--- src/rtl/fft_pkg.sv ---
// Shared types for the FFT bin scanner: controller state encoding and the
// record carried through the bin buffer.
package fft_pkg;

    // Upper bounds on bin word width and bin index width carried in a record.
    // Instances use the low RN / $clog2(SIZE) bits; SIZE tops out at 32.
    localparam int FFT_RN_MAX  = 32;
    localparam int FFT_IDX_MAX = 5;

    typedef enum logic [1:0] {
        ST_IDLE    = 2'd0,
        ST_CAPTURE = 2'd1,
        ST_WAIT    = 2'd2,
        ST_FILL    = 2'd3
    } fft_scan_state_t;

    typedef struct packed {
        logic [FFT_RN_MAX-1:0]  data;
        logic [FFT_IDX_MAX-1:0] idx;
        logic                   sof;
        logic                   eof;
    } bin_rec_t;

endpackage

--- src/rtl/fft_scan_fifo.sv ---
// SIZE-entry bin buffer. Stores only the significant RN + $clog2(SIZE) + 2
// bits of each record; the read record reads as all-zero while empty.
module fft_scan_fifo
    import fft_pkg::*;
#(
    parameter int RN   = 16,
    parameter int SIZE = 32
) (
    input  logic     clk,
    input  logic     n_reset,
    input  logic     push,
    input  bin_rec_t wr_rec,
    input  logic     pop,
    output bin_rec_t rd_rec,
    output logic     empty,
    output logic     full
);

    localparam int AW = $clog2(SIZE);
    localparam int EW = RN + AW + 2;

    logic [EW-1:0] mem_q [SIZE];
    logic [AW-1:0] wr_ptr_q, wr_ptr_d;
    logic [AW-1:0] rd_ptr_q, rd_ptr_d;
    logic [AW:0]   cnt_q, cnt_d;
    logic          do_push, do_pop;
    logic [EW-1:0] rd_entry;
    logic          unused_wr;

    // Only the low bits of the wide record are stored.
    assign unused_wr = ^wr_rec;

    assign empty   = (cnt_q == '0);
    assign full    = (cnt_q == (AW+1)'(SIZE));
    assign do_push = push && !full;
    assign do_pop  = pop && !empty;

    // Pointer and occupancy next-state.
    always_comb begin
        // NOTE: every always_comb output gets a default first so no path can
        // leave it unassigned and infer a latch.
        wr_ptr_d = wr_ptr_q;
        rd_ptr_d = rd_ptr_q;
        cnt_d    = cnt_q;
        if (do_push) wr_ptr_d = wr_ptr_q + AW'(1);
        if (do_pop)  rd_ptr_d = rd_ptr_q + AW'(1);
        case ({do_push, do_pop})
            2'b10:   cnt_d = cnt_q + (AW+1)'(1);
            2'b01:   cnt_d = cnt_q - (AW+1)'(1);
            default: cnt_d = cnt_q;
        endcase
    end

    // Pointer and occupancy registers.
    always_ff @(posedge clk) begin
        // NOTE: sequential state uses non-blocking assignment only, so every
        // flop samples the pre-edge values regardless of statement order.
        if (!n_reset) begin
            wr_ptr_q <= '0;
            rd_ptr_q <= '0;
            cnt_q    <= '0;
        end else begin
            wr_ptr_q <= wr_ptr_d;
            rd_ptr_q <= rd_ptr_d;
            cnt_q    <= cnt_d;
        end
    end

    // Storage array write port.
    always_ff @(posedge clk) begin
        // NOTE: the array is deliberately not reset; the empty flag masks
        // stale contents, and leaving it reset-free keeps it mappable to RAM.
        if (do_push) begin
            mem_q[wr_ptr_q] <= {wr_rec.data[RN-1:0], wr_rec.idx[AW-1:0],
                                wr_rec.sof, wr_rec.eof};
        end
    end

    // Head-of-queue record, forced to zero while empty.
    always_comb begin
        rd_entry = mem_q[rd_ptr_q];
        rd_rec   = '0;
        if (!empty) begin
            rd_rec.data[RN-1:0] = rd_entry[EW-1 -: RN];
            rd_rec.idx[AW-1:0]  = rd_entry[2 +: AW];
            rd_rec.sof          = rd_entry[1];
            rd_rec.eof          = rd_entry[0];
        end
    end

endmodule

--- src/rtl/fft_scan.sv ---
// Periodic spectrum scanner: every PERIOD cycles latches the FFT spectrum,
// shifts the SIZE bins out of the FFT chain into a buffer and streams them
// out over a valid/ready interface. An attempt that finds the controller
// busy or the buffer non-empty is dropped and flagged on frame_drop.
// Optional FFT_SCAN_PEAK_EN adds per-frame peak bin reporting.
module fft_scan
    import fft_pkg::*;
#(
    parameter int RN     = 16,
    parameter int SIZE   = 32,
    parameter int PERIOD = 1024
) (
    input  logic                    clk,
    input  logic                    n_reset,
    input  logic                    en,
    output logic                    shift,
    input  logic [RN-1:0]           fft_data,
    output logic [RN-1:0]           bin_data,
    output logic [$clog2(SIZE)-1:0] bin_idx,
    output logic                    bin_sof,
    output logic                    bin_eof,
    output logic                    bin_valid,
    input  logic                    bin_ready,
    output logic                    frame_drop,
    output logic                    busy
`ifdef FFT_SCAN_PEAK_EN
    ,
    output logic [RN-1:0]           peak_val,
    output logic [$clog2(SIZE)-1:0] peak_idx,
    output logic                    peak_valid
`endif
);

    localparam int IW = $clog2(SIZE);
    localparam int CW = $clog2(PERIOD);
    localparam logic [CW-1:0] CNT_LAST = CW'(PERIOD - 1);
    localparam logic [IW-1:0] BIN_LAST = IW'(SIZE - 1);

    fft_scan_state_t state_q, state_d;
    logic [CW-1:0]   cnt_q, cnt_d;
    logic [IW-1:0]   fill_idx_q, fill_idx_d;
    logic            frame_drop_q, frame_drop_d;
    logic            attempt;
    logic            push, pop;
    logic            fifo_empty, fifo_full;
    bin_rec_t        wr_rec, rd_rec;
    logic            unused_top;

    // Counter and controller next-state. The attempt is decoded on the
    // edge that loads count PERIOD-1, so CAPTURE (and any drop pulse)
    // occupies the cycle whose count is PERIOD-1.
    always_comb begin
        cnt_d = '0;
        if (en) cnt_d = (cnt_q == CNT_LAST) ? '0 : cnt_q + CW'(1);
        attempt = en && (cnt_d == CNT_LAST);

        state_d      = state_q;
        fill_idx_d   = fill_idx_q;
        push         = 1'b0;
        frame_drop_d = attempt && !(state_q == ST_IDLE && fifo_empty);

        case (state_q)
            ST_IDLE: begin
                if (attempt && fifo_empty) state_d = ST_CAPTURE;
            end
            ST_CAPTURE: state_d = ST_WAIT;
            ST_WAIT: begin
                state_d    = ST_FILL;
                fill_idx_d = '0;
            end
            ST_FILL: begin
                push       = 1'b1;
                fill_idx_d = fill_idx_q + IW'(1);
                if (fill_idx_q == BIN_LAST) state_d = ST_IDLE;
            end
            default: state_d = ST_IDLE;
        endcase
    end

    // Counter and controller registers.
    always_ff @(posedge clk) begin
        if (!n_reset) begin
            state_q      <= ST_IDLE;
            cnt_q        <= '0;
            fill_idx_q   <= '0;
            frame_drop_q <= 1'b0;
        end else begin
            state_q      <= state_d;
            cnt_q        <= cnt_d;
            fill_idx_q   <= fill_idx_d;
            frame_drop_q <= frame_drop_d;
        end
    end

    // Record written for the bin currently at the head of the FFT chain.
    always_comb begin
        wr_rec              = '0;
        wr_rec.data[RN-1:0] = fft_data;
        wr_rec.idx[IW-1:0]  = fill_idx_q;
        wr_rec.sof          = (fill_idx_q == '0);
        wr_rec.eof          = (fill_idx_q == BIN_LAST);
    end

    fft_scan_fifo #(
        .RN   (RN),
        .SIZE (SIZE)
    ) u_fifo (
        .clk     (clk),
        .n_reset (n_reset),
        .push    (push),
        .wr_rec  (wr_rec),
        .pop     (pop),
        .rd_rec  (rd_rec),
        .empty   (fifo_empty),
        .full    (fifo_full)
    );

    // Capture can only start on an empty buffer, so full is never hit here.
    assign unused_top = ^{rd_rec, fifo_full};

    assign shift      = (state_q != ST_CAPTURE);
    assign busy       = (state_q != ST_IDLE);
    assign frame_drop = frame_drop_q;
    assign bin_valid  = !fifo_empty;
    assign pop        = bin_valid && bin_ready;
    assign bin_data   = rd_rec.data[RN-1:0];
    assign bin_idx    = rd_rec.idx[IW-1:0];
    assign bin_sof    = rd_rec.sof;
    assign bin_eof    = rd_rec.eof;

`ifdef FFT_SCAN_PEAK_EN
    logic [RN-1:0] run_val_q, run_val_d;
    logic [IW-1:0] run_idx_q, run_idx_d;
    logic [RN-1:0] peak_val_q, peak_val_d;
    logic [IW-1:0] peak_idx_q, peak_idx_d;
    logic          peak_valid_q, peak_valid_d;

    // Running maximum over FILL; strict compare keeps the lowest index on
    // ties. The result is published after the last bin and held.
    always_comb begin
        run_val_d    = run_val_q;
        run_idx_d    = run_idx_q;
        peak_val_d   = peak_val_q;
        peak_idx_d   = peak_idx_q;
        peak_valid_d = 1'b0;
        if (state_q == ST_FILL) begin
            if (fill_idx_q == '0 || fft_data > run_val_q) begin
                run_val_d = fft_data;
                run_idx_d = fill_idx_q;
            end
            if (fill_idx_q == BIN_LAST) begin
                peak_val_d   = run_val_d;
                peak_idx_d   = run_idx_d;
                peak_valid_d = 1'b1;
            end
        end
    end

    // Peak tracker registers.
    always_ff @(posedge clk) begin
        if (!n_reset) begin
            run_val_q    <= '0;
            run_idx_q    <= '0;
            peak_val_q   <= '0;
            peak_idx_q   <= '0;
            peak_valid_q <= 1'b0;
        end else begin
            run_val_q    <= run_val_d;
            run_idx_q    <= run_idx_d;
            peak_val_q   <= peak_val_d;
            peak_idx_q   <= peak_idx_d;
            peak_valid_q <= peak_valid_d;
        end
    end

    assign peak_val   = peak_val_q;
    assign peak_idx   = peak_idx_q;
    assign peak_valid = peak_valid_q;
`endif

endmodule

--- config.mk ---
export PLATFORM = sky130hd
export DESIGN_NAME = fft_scan
export DESIGN_NICKNAME = d
export VERILOG_FILES = /design/src/rtl/fft_pkg.sv /design/src/rtl/fft_scan_fifo.sv /design/src/rtl/fft_scan.sv
export SDC_FILE = /design/constraint.sdc
export NUM_CORES = 1
export LEC_CHECK = 0
export ABC_AREA = 1
export BUFFER_PORTS_ARGS = -buffer_cell sky130_fd_sc_hd__buf_4
export CAP_MARGIN = 0
export CORE_MARGIN = 2
export CORE_UTILIZATION = 23
export CTS_CLUSTER_SIZE = 25
export DETAILED_ROUTE_END_ITERATION = 8
export SYNTH_ARGS = -nofsm -noshare
export SYNTH_HDL_FRONTEND = slang
export SYNTH_SLANG_ARGS = --single-unit
export TNS_END_PERCENT = 30
--- constraint.sdc ---
create_clock -name clk -period 4.35 [get_ports clk]
set_input_delay 0.6525 -clock clk [delete_from_list [all_inputs] [get_ports clk]]
set_output_delay 0.6525 -clock clk [all_outputs]
set_load 0.1 [all_outputs]
==> summary.txt <==
Final Hold Violating Endpoints -> 0
Initial core utilization -> 23.2%
Crit end category -> output pin
Final core occ -> 27.1%
Detailed placer's ending HPWL -> 47400 um
Cell family with most CP delay -> buffers and inverters
Post-Syn Nets -> 2394
Min Tclk post-route -> 4.08 ns
Clk_skew -> 0.0300 ns
Leakage power -> 11.2 nW
Async set-or-reset flop fraction in the synthesized netlist -> 0%
Crit path top cell by count -> buf_4
Number of synthesized flops with an enable pin -> 736
DRC -> 0
Placed Area -> 33700 sq um
Fin cells -> 4235
Setup violators final -> 0
Most frequent cells in the layout -> edfxtp_1, nor2_1, o21ai_0
Pre-CTS WS -> 0.729 ns
Max-slew violation count -> 0
Antenna violations before repair -> 3
H-tree depth -> 3
Avg Inst Size Synth -> 13.1 sq um
RSZ-0062 raised after global routing -> no
Die W -> 371 um
GRT overflow -> 0
Share of layout cells above drive strength 1 -> 11.9%
Outcome -> completed
Tightest Hold Check Type -> in2reg
Maximum clock rate -> 245 MHz
Critical path buffers and inverters -> 4
Period utilization -> 93.9%
Hold WS -> 0.344 ns
CTS root buffer -> clkbuf_16
Die Ht -> 371 um
Netlist cell types -> 41
Crit path DAT -> 3.43 ns
Max VDD drop -> 0.693 mV
Pwr dens -> 577 nW/um^2
Inst Count DP -> 4095
Synthesized instance count -> 2354
Bufs on Longest Clock Path -> 3
Vias -> 20.0k
Pre-Repair DR Iteration Count -> 5
YS warnings -> 0
CP peak stage delay -> 0.56 ns
Main synth FF type -> edfxtp_1
Num CTS Buffers -> 76
CTS tree -> done
Drt initial violations -> 2312
Final WS setup -> 0.267 ns
Later-pin clock latency in the skew report -> 0.65 ns
Critical path, cell by cell -> inv_4, buf_12, buf_4, o21ai_0, o221ai_1, nand3_1, o211ai_1, nand2_1, nor2_1, buf_4
Num ports -> 47
Largest net degree at the start of global routing -> 122
GRT Util Overall -> 12.3%
Post-Syn Area -> 30900 sq um
Max Cap Viol -> 0
Sink Count -> 775
Most common cell after layout, fill and taps aside -> edfxtp_1
Clk slew on worst S/H paths -> 0.06 ns
Number of synthesized register bits -> 775
PnR Total Power -> 20.9 mW
Setup TNS -> 0 ns
Area growth syn-to-layout -> 16.9%
First-pass GRT wire length -> 126000 um
Drt total wl -> 86100 um
Relative slew slack -> 25.5%
RePlAce Congestion -> 0.772
Crit path max-delay cell type -> dfxtp_4
Num rows -> 134
Vias in the first global route -> 19.1k
DR vias/cell -> 4.72
Worst Path Max Fanout -> 52
Post-DRT Antenna Nets -> 0
Worst path required time -> 3.70 ns
Startpoint types -> flip-flop
Final nets -> 2446
Register area share after synthesis -> 74.0%
CORE AREA -> 133000 sq um
Post-route cell area -> 36100 sq um
Worst Path Class, Setup -> reg2out
PortBufs -> 46
Worst-Margin Slew -> 1.12 ns
Die area -> 137000 sq um
Wire per inst -> 20.3 um
path summary, 6_finish.rpt:
path / start / to / slack (ns) / cells after the start
worst max-delay path: flip-flop / bin_data[13] / 0.27 / 10
worst min-delay path: en / cnt_q[7]$_SDFF_PN0_ / 0.34 / 3
worst max register to register: state_q[1]$_SDFFE_PN0P_ / u_fifo.mem_q[24][2]$_DFFE_PP_ / 1.20 / 6
worst min register to register: cnt_q[0]$_SDFF_PN0_ / cnt_q[0]$_SDFF_PN0_ / 0.46 / 1
cell families (layout without fill, tap and decap cells):
group / after synthesis / after routing / share of synthesized area, %
other: 0 / 1 / 0
XOR/XNOR: 5 / 5 / 0.142
AND/OR/NAND/NOR: 679 / 679 / 8.71
adder cells (fa/ha/maj): 20 / 20 / 0.834
buffers and inverters: 208 / 320 / 3.36
flip-flops: 775 / 775 / 74.0
AO/OA/AOI/OAI: 667 / 667 / 13.0
state kept, by name (all words and copies together), names as in the netlist, named ones only:
register,count
cnt_q,10
state_q,2
u_fifo.mem_q,736
u_fifo.wr_ptr_q,5
fill_idx_q,5
u_fifo.rd_ptr_q,5
frame_drop,1
u_fifo.cnt_q,6
worst reg2reg max path, stage by stage (launching register included):
cell     delay (ns)
dfxtp_1        0.38
ha_1           0.33
o31ai_4        0.22
inv_1          0.19
nand2_1        0.47
nor2_4         0.97
buf_4          0.30
power breakdown:
part	internal [mW]	switching (mW)	total, mW
Sequential	8.17	0.153	8.32
Combinational	1.49	4.54	6.04
Clock	3.62	2.88	6.50
cell type report:
cell class,count,area [sq um]
Antenna cell,1,2.50
Clock buffer,89,1960
Clock inverter,49,465
Fill cell,13650,97300
Inverter,48,196
Multi-Input combinational cell,1371,7240
Sequential cell,775,22900
Tap cell,1768,2210
Timing Repair Buffer,134,1180
timing repair:
item                       in CTS  in global routing
hold buffers                    0                  0
gates resized for setup         0                  0
setup endpoints to repair       0                  7
hold endpoints to repair        0                  0
setup buffers                   0                  1
routing by layer:
layer	up-vias	wire length [um]	global-route usage, %
met1	10085	38500	17.6
met3	140	6950	2.46
li1	8934	-	-
met2	816	38700	18.8
met4	0	1950	3.19
met5	-	0	0
Yosys cell counts, drive strengths merged, types with 4 or more instances:
master,instances,area [sq um]
a211oi,4,30.0
a21oi,23,115
buf,82,556
clkbuf,78,300
dfxtp,39,781
edfxtp,736,22100
ha,19,238
inv,48,183
nand2,88,333
nand3,83,415
nor2,494,1850
nor3,7,40.0
o211ai,23,203
o21a,9,67.6
o21ai,418,2090
o221ai,117,1020
o22ai,67,419
No activity file was read; power rests on OpenSTA's default activity.
